### src/rtl/priority_encoder8_3_if.sv
// Request/grant bundle between request sources, the priority encoder and the consumer of A.
// Request lines and enables are active-low; grant, pending and valid outputs are active-high.
interface priority_encoder8_3_if;
  logic       ei_l;
  logic [7:0] i_l;
  logic       ack;
  logic [2:0] a;
  logic       valid;
  logic [7:0] pend;
  logic       gs_l;

  modport master (
    output ei_l, i_l, ack,
    input  a, valid, pend, gs_l
  );

  modport slave (
    input  ei_l, i_l, ack,
    output a, valid, pend, gs_l
  );
endinterface

### src/rtl/priority_encoder8_3.sv
// Registered 8-to-3 priority encoder: latches active-low requests into a pending vector
// and holds the highest pending index on A until the consumer acknowledges it.
module priority_encoder8_3 #(
  parameter int EDGE = 1
) (
  input logic                  clk,
  input logic                  rst,
  priority_encoder8_3_if.slave bus
);

  typedef enum logic {
    IDLE = 1'b0,
    HOLD = 1'b1
  } state_t;

  state_t     state_q, state_d;
  logic [7:0] pend_q, pend_d;
  logic [7:0] prev_req_q, prev_req_d;
  logic [2:0] a_q, a_d;
  logic       valid_q, valid_d;

  logic [7:0] req;
  logic [7:0] set_vec;
  logic [7:0] clr_vec;
  logic [2:0] hi_idx;
  logic       grant;
  logic       accept;

  assign req = ~bus.i_l;

  always_ff @(posedge clk or posedge rst) begin
    if (rst) begin
      state_q    <= IDLE;
      pend_q     <= 8'h00;
      prev_req_q <= 8'h00;
      a_q        <= 3'd0;
      valid_q    <= 1'b0;
    end else begin
      state_q    <= state_d;
      pend_q     <= pend_d;
      prev_req_q <= prev_req_d;
      a_q        <= a_d;
      valid_q    <= valid_d;
    end
  end

  // Priority is resolved from the registered snapshot, so bits setting on the grant edge wait.
  always_comb begin
    hi_idx = 3'd0;
    for (int i = 0; i < 8; i++) begin
      if (pend_q[i]) hi_idx = 3'(i);
    end
  end

  always_comb begin
    state_d = state_q;
    grant   = 1'b0;
    accept  = 1'b0;
    unique case (state_q)
      IDLE: begin
        if (!bus.ei_l && (pend_q != 8'h00)) begin
          grant   = 1'b1;
          state_d = HOLD;
        end
      end
      HOLD: begin
        if (bus.ack) begin
          accept  = 1'b1;
          state_d = IDLE;
        end
      end
      default: state_d = IDLE;
    endcase
  end

  // A set arriving on the same cycle as the clear of that bit keeps the bit pending.
  always_comb begin
    prev_req_d = req;
    set_vec    = (EDGE != 0) ? (req & ~prev_req_q) : req;
    clr_vec    = accept ? (8'h01 << a_q) : 8'h00;
    pend_d     = (pend_q & ~clr_vec) | set_vec;
    a_d        = grant ? hi_idx : a_q;
    valid_d    = (state_d == HOLD);
  end

  assign bus.a     = a_q;
  assign bus.valid = valid_q;
  assign bus.pend  = pend_q;
  assign bus.gs_l  = (pend_q == 8'h00);

endmodule

### src/flat_wrapper.sv
// flat-port wrapper written by rule: the top's interface ports become plain ports
module priority_encoder8_3_flat 
#(
  parameter int EDGE = 1
)
  (clk, rst, bus_ei_l, bus_i_l, bus_ack, bus_a, bus_valid, bus_pend, bus_gs_l);
  priority_encoder8_3_if bus_i ();
  input logic clk;
  input logic rst;
  input wire logic [$bits(bus_i.ei_l)-1:0] bus_ei_l;
  input wire logic [$bits(bus_i.i_l)-1:0] bus_i_l;
  input wire logic [$bits(bus_i.ack)-1:0] bus_ack;
  output wire logic [$bits(bus_i.a)-1:0] bus_a;
  output wire logic [$bits(bus_i.valid)-1:0] bus_valid;
  output wire logic [$bits(bus_i.pend)-1:0] bus_pend;
  output wire logic [$bits(bus_i.gs_l)-1:0] bus_gs_l;
  assign bus_i.ei_l = bus_ei_l;
  assign bus_i.i_l = bus_i_l;
  assign bus_i.ack = bus_ack;
  assign bus_a = bus_i.a;
  assign bus_valid = bus_i.valid;
  assign bus_pend = bus_i.pend;
  assign bus_gs_l = bus_i.gs_l;
  priority_encoder8_3 #(.EDGE(EDGE)) u_core (.clk(clk), .rst(rst), .bus(bus_i));
endmodule
### config.mk
export PLATFORM = sky130hd
export DESIGN_NAME = priority_encoder8_3_flat
export DESIGN_NICKNAME = d
export VERILOG_FILES = /design/src/rtl/priority_encoder8_3_if.sv /design/src/rtl/priority_encoder8_3.sv /design/src/flat_wrapper.sv
export SDC_FILE = /design/constraint.sdc
export NUM_CORES = 1
export LEC_CHECK = 0
export BUFFER_PORTS_ARGS = -buffer_cell sky130_fd_sc_hd__buf_2
export CAP_MARGIN = 20
export CORE_ASPECT_RATIO = 1.1
export CORE_MARGIN = 2
export CORE_UTILIZATION = 46
export CTS_BUF_LIST = sky130_fd_sc_hd__clkbuf_2
export DETAILED_ROUTE_END_ITERATION = 8
export HOLD_SLACK_MARGIN = 0.06
export PLACE_DENSITY = 0.76
export SLEW_MARGIN = 10
export SYNTH_ARGS = -nofsm -noshare
export SYNTH_HDL_FRONTEND = slang
export SYNTH_SLANG_ARGS = --single-unit
export TNS_END_PERCENT = 20
### constraint.sdc
create_clock -name clk -period 1.4 [get_ports clk]
set_input_delay 0.14 -clock clk [delete_from_list [all_inputs] [get_ports clk]]
set_output_delay 0.14 -clock clk [all_outputs]
set_load 0.01 [all_outputs]
==> impl_results.md <==
* Status: finished, violations left
* Violated checks: negative setup slack
* Cells after Synth at between 60 and 70
* H-tree Lvls at 1
* Simple-gate share of the synthesized area at 0.1016
* Initial antenna violation count at 0
* Dpl hpwl at 1.244 mm
* Final instance area at ~0.0011 sq mm
* Final setup vio count at 3
* Syn nets at 80
* Routed vias at around 700
* Inserted Clock Buffers at 3
* Port bufs at 24
* Final Critical Period at ~1.5 ns
* Root Driver: clkbuf_2
* CTS max path bufs at 2
* Req. time, crit path at between 1 and 1.5 ns
* ANT nets after route at 0
* DR WL/cell at 13.64 um
* Avg Cell Area, Syn at ~12 sq um
* Vias in the first global route at ~670
* Max-slew violations at 0
* P_sw at around 410 uW
* Setup Slack @ Placement at ~0.013 ns
* CP Class: reg -> out
* Clock sinks at 20
* Adder-Cell Fraction of Synth Area at 0
* Die width at roughly 43 um
* Final WL at ~1.8 mm
* Starting density of the core at 0.4941
* DRC viols at 0
* Nets at around 130
* Switch share at 0.3198
* Worst vdd ir at about 750 uV
* Vias per cell at 5.197
* CP startpoint kind: register
* Core Region at around 0.0016 sq mm
* Mapped Area at approximately 790 sq um
* Fin util at 0.7184
* Critical path's slowest cell: dfrtp_1
* Comb pwr share at 0.256
* Cell Int Power at 871.1 uW
* Unrepaired setup endpoints after global routing: yes
* XOR/XNOR Fraction of Synth Area at 0
* Layout area overhead at 45.40%
* CP max stage delay at ~0.44 ns
* Register area share after synthesis at 0.6349
* Seq pwr share at 0.562
* Max-cap viol count at 0
* Synth Area in Compound Gates at 0.1683
* Final Hold Vio Count at 0
* Critical-path cell list: nor4_4 -> and2_4 -> buf_6
* Remaining Overflow, GRT at 0
* Synthesized flop and latch total at 20
* Die Height at 47.42 um
* Worst Hold Class: in -> reg
* Clk slew on worst S/H paths at 0.17 ns
* Crit path capture type: output port
* Pwr Total at approximately 1300 uW
* CP arrival at 1.36 ns
* Clock latency on the worst-skew pair at approximately 0.32 ns
* Worst-margin pin slew at about 0.25 ns
* Rel. slew slack at 0.8301
* Yosys warns at 0
* Die ar. at between 0.002 and 0.0025 sq mm
* Clock power frac at 0.182
* Worst Skew at approximately 0.0046 ns
* Drt first pass iters at 4
* First-pass GRT wire length at between 2 and 3 mm
* Post-synthesis mux area share at 0.03810
* Largest family of logic cells by synthesized area: compound AO/OA/AOI/OAI gates
* # rows at 15
* Fin crit share at 1.073
* Placed Area at approximately 970 sq um
* Fin worst setup slack at -0.1028 ns
* Routability cong. at approximately 0.8
* Fmax at about 670 MHz
* CTS tree: done
* IO Pins at 25
* Worst-path maximum fanout at 2
* Diodes inserted at 0
* Synth cell types at 15
* Starting DRC count in detailed routing at 7
* Filler cells at 111
* Share of layout cells above drive strength 1 at 0.3652
* PD cells at between 1000 and 1500 mW/mm^2
* Pleak at around 0.00056 uW
* Gr usage total at 0.1871
* Pin count of the biggest net entering global routing at 21
==> cells in the final DEF (no fill, tap or decap), types with 3 or more instances in the layout <==
cell type,Yosys,routed
buf_2,0,23
dfrtp_1,20,20
o21ai_0,14,14
inv_1,12,12
dlygate4sd3_1,0,10
buf_4,0,9
o31ai_1,6,6
clkbuf_2,0,3
==> repair_timing <==
action	CTS	global route
gates resized for setup	2	2
setup endpoints to repair	1	4
pin swaps	3	2
setup buffers	3	0
hold buffers	10	0
endpoints found under the hold margin	37	0
==> registers in the layout, summed over array words and instances (netlist names) <==
| signal | flops |
|---|---|
| u_core.bus.a | 3 |
| u_core.bus.pend | 8 |
| u_core.prev_req_q | 8 |
| u_core.state_q | 1 |
==> cell usage after synthesis <==
library cell | number | area, sq um
a21o_1 | 1 | 7.510
a21oi_1 | 2 | 10.01
and2_4 | 1 | 8.760
dfrtp_1 | 20 | 500.5
inv_1 | 12 | 45.04
mux2_4 | 2 | 30.03
nand2_1 | 1 | 3.750
nand2b_1 | 2 | 12.51
nand3_1 | 1 | 5.000
nand3b_1 | 1 | 7.510
nor2_1 | 2 | 7.510
nor3_2 | 1 | 10.01
nor4_2 | 2 | 25.02
o21ai_0 | 14 | 70.07
o31ai_1 | 6 | 45.04
==> layer usage <==
metal  vias up  part of all wire  track usage
li1        333                 -            -
met1       331              0.43       0.2059
met2        17              0.52       0.3493
met3         5             0.032      0.02264
met4         0             0.023       0.1212
met5         -                 0            0
==> power groups by stage <==
stage	logic, uW	registers, uW	clock network (uW)
2_1_floorplan	114	746	0
3_3_place_gp	280	719	0
3_5_place_dp	288	722	0
4_1_cts	330	707	240
5_1_grt	365	727	256
6_report	328	720	233
==> cell families (layout without fill, tap and decap cells) <==
group	Yosys count	after routing
compound gates	23	23
buf+inv	12	59
mux	2	2
flops	20	20
simple gates	11	11
==> worst paths after layout <==
path	start	slack [ns]	cells past startpoint	to
worst min-delay path	bus_ack	0.12	3	u_core.state_q
worst max register to register	u_core.bus.pend[7]	-0.09	5	u_core.bus.a[0]
worst min register to register	u_core.prev_req_q[5]	0.43	1	u_core.bus.pend[5]
worst max-delay path	u_core.bus.pend[7]	-0.10	3	bus_gs_l
min in group asynchronous	rst	0.35	4	u_core.prev_req_q[6]
max in group asynchronous	rst	0.85	4	u_core.bus.pend[6]
==> worst max-delay path: cells and delay by family, from the launching register on <==
kind,cells,cell delay (ns)
and+or+nand+nor,2,0.51
DFF,1,0.44
buffers and inverters,1,0.09
==> stage by stage <==
step,setup TNS [ns],hold WS (ns),cells
2_1_floorplan,-0.03607,0.1038,68
3_3_place_gp,0,0.1660,115
3_5_place_dp,0,0.1747,115
4_1_cts,-0.3080,0.1120,132
5_1_grt,-0.4761,0.1180,132
6_report,-0.2857,0.1188,132
==> area by class of cell <==
type / count / area, sq um / area share
tap: 17 / 21.27 / 0.01856
clock inverter: 1 / 3.754 / 0.003275
inverter: 12 / 45.04 / 0.03930
timing repair buffer: 43 / 294.0 / 0.2566
sequential: 20 / 500.5 / 0.4367
clock buffer: 3 / 15.01 / 0.01310
multi-input combinational: 36 / 266.5 / 0.2325
No activity file was read; power rests on OpenSTA's default activity.
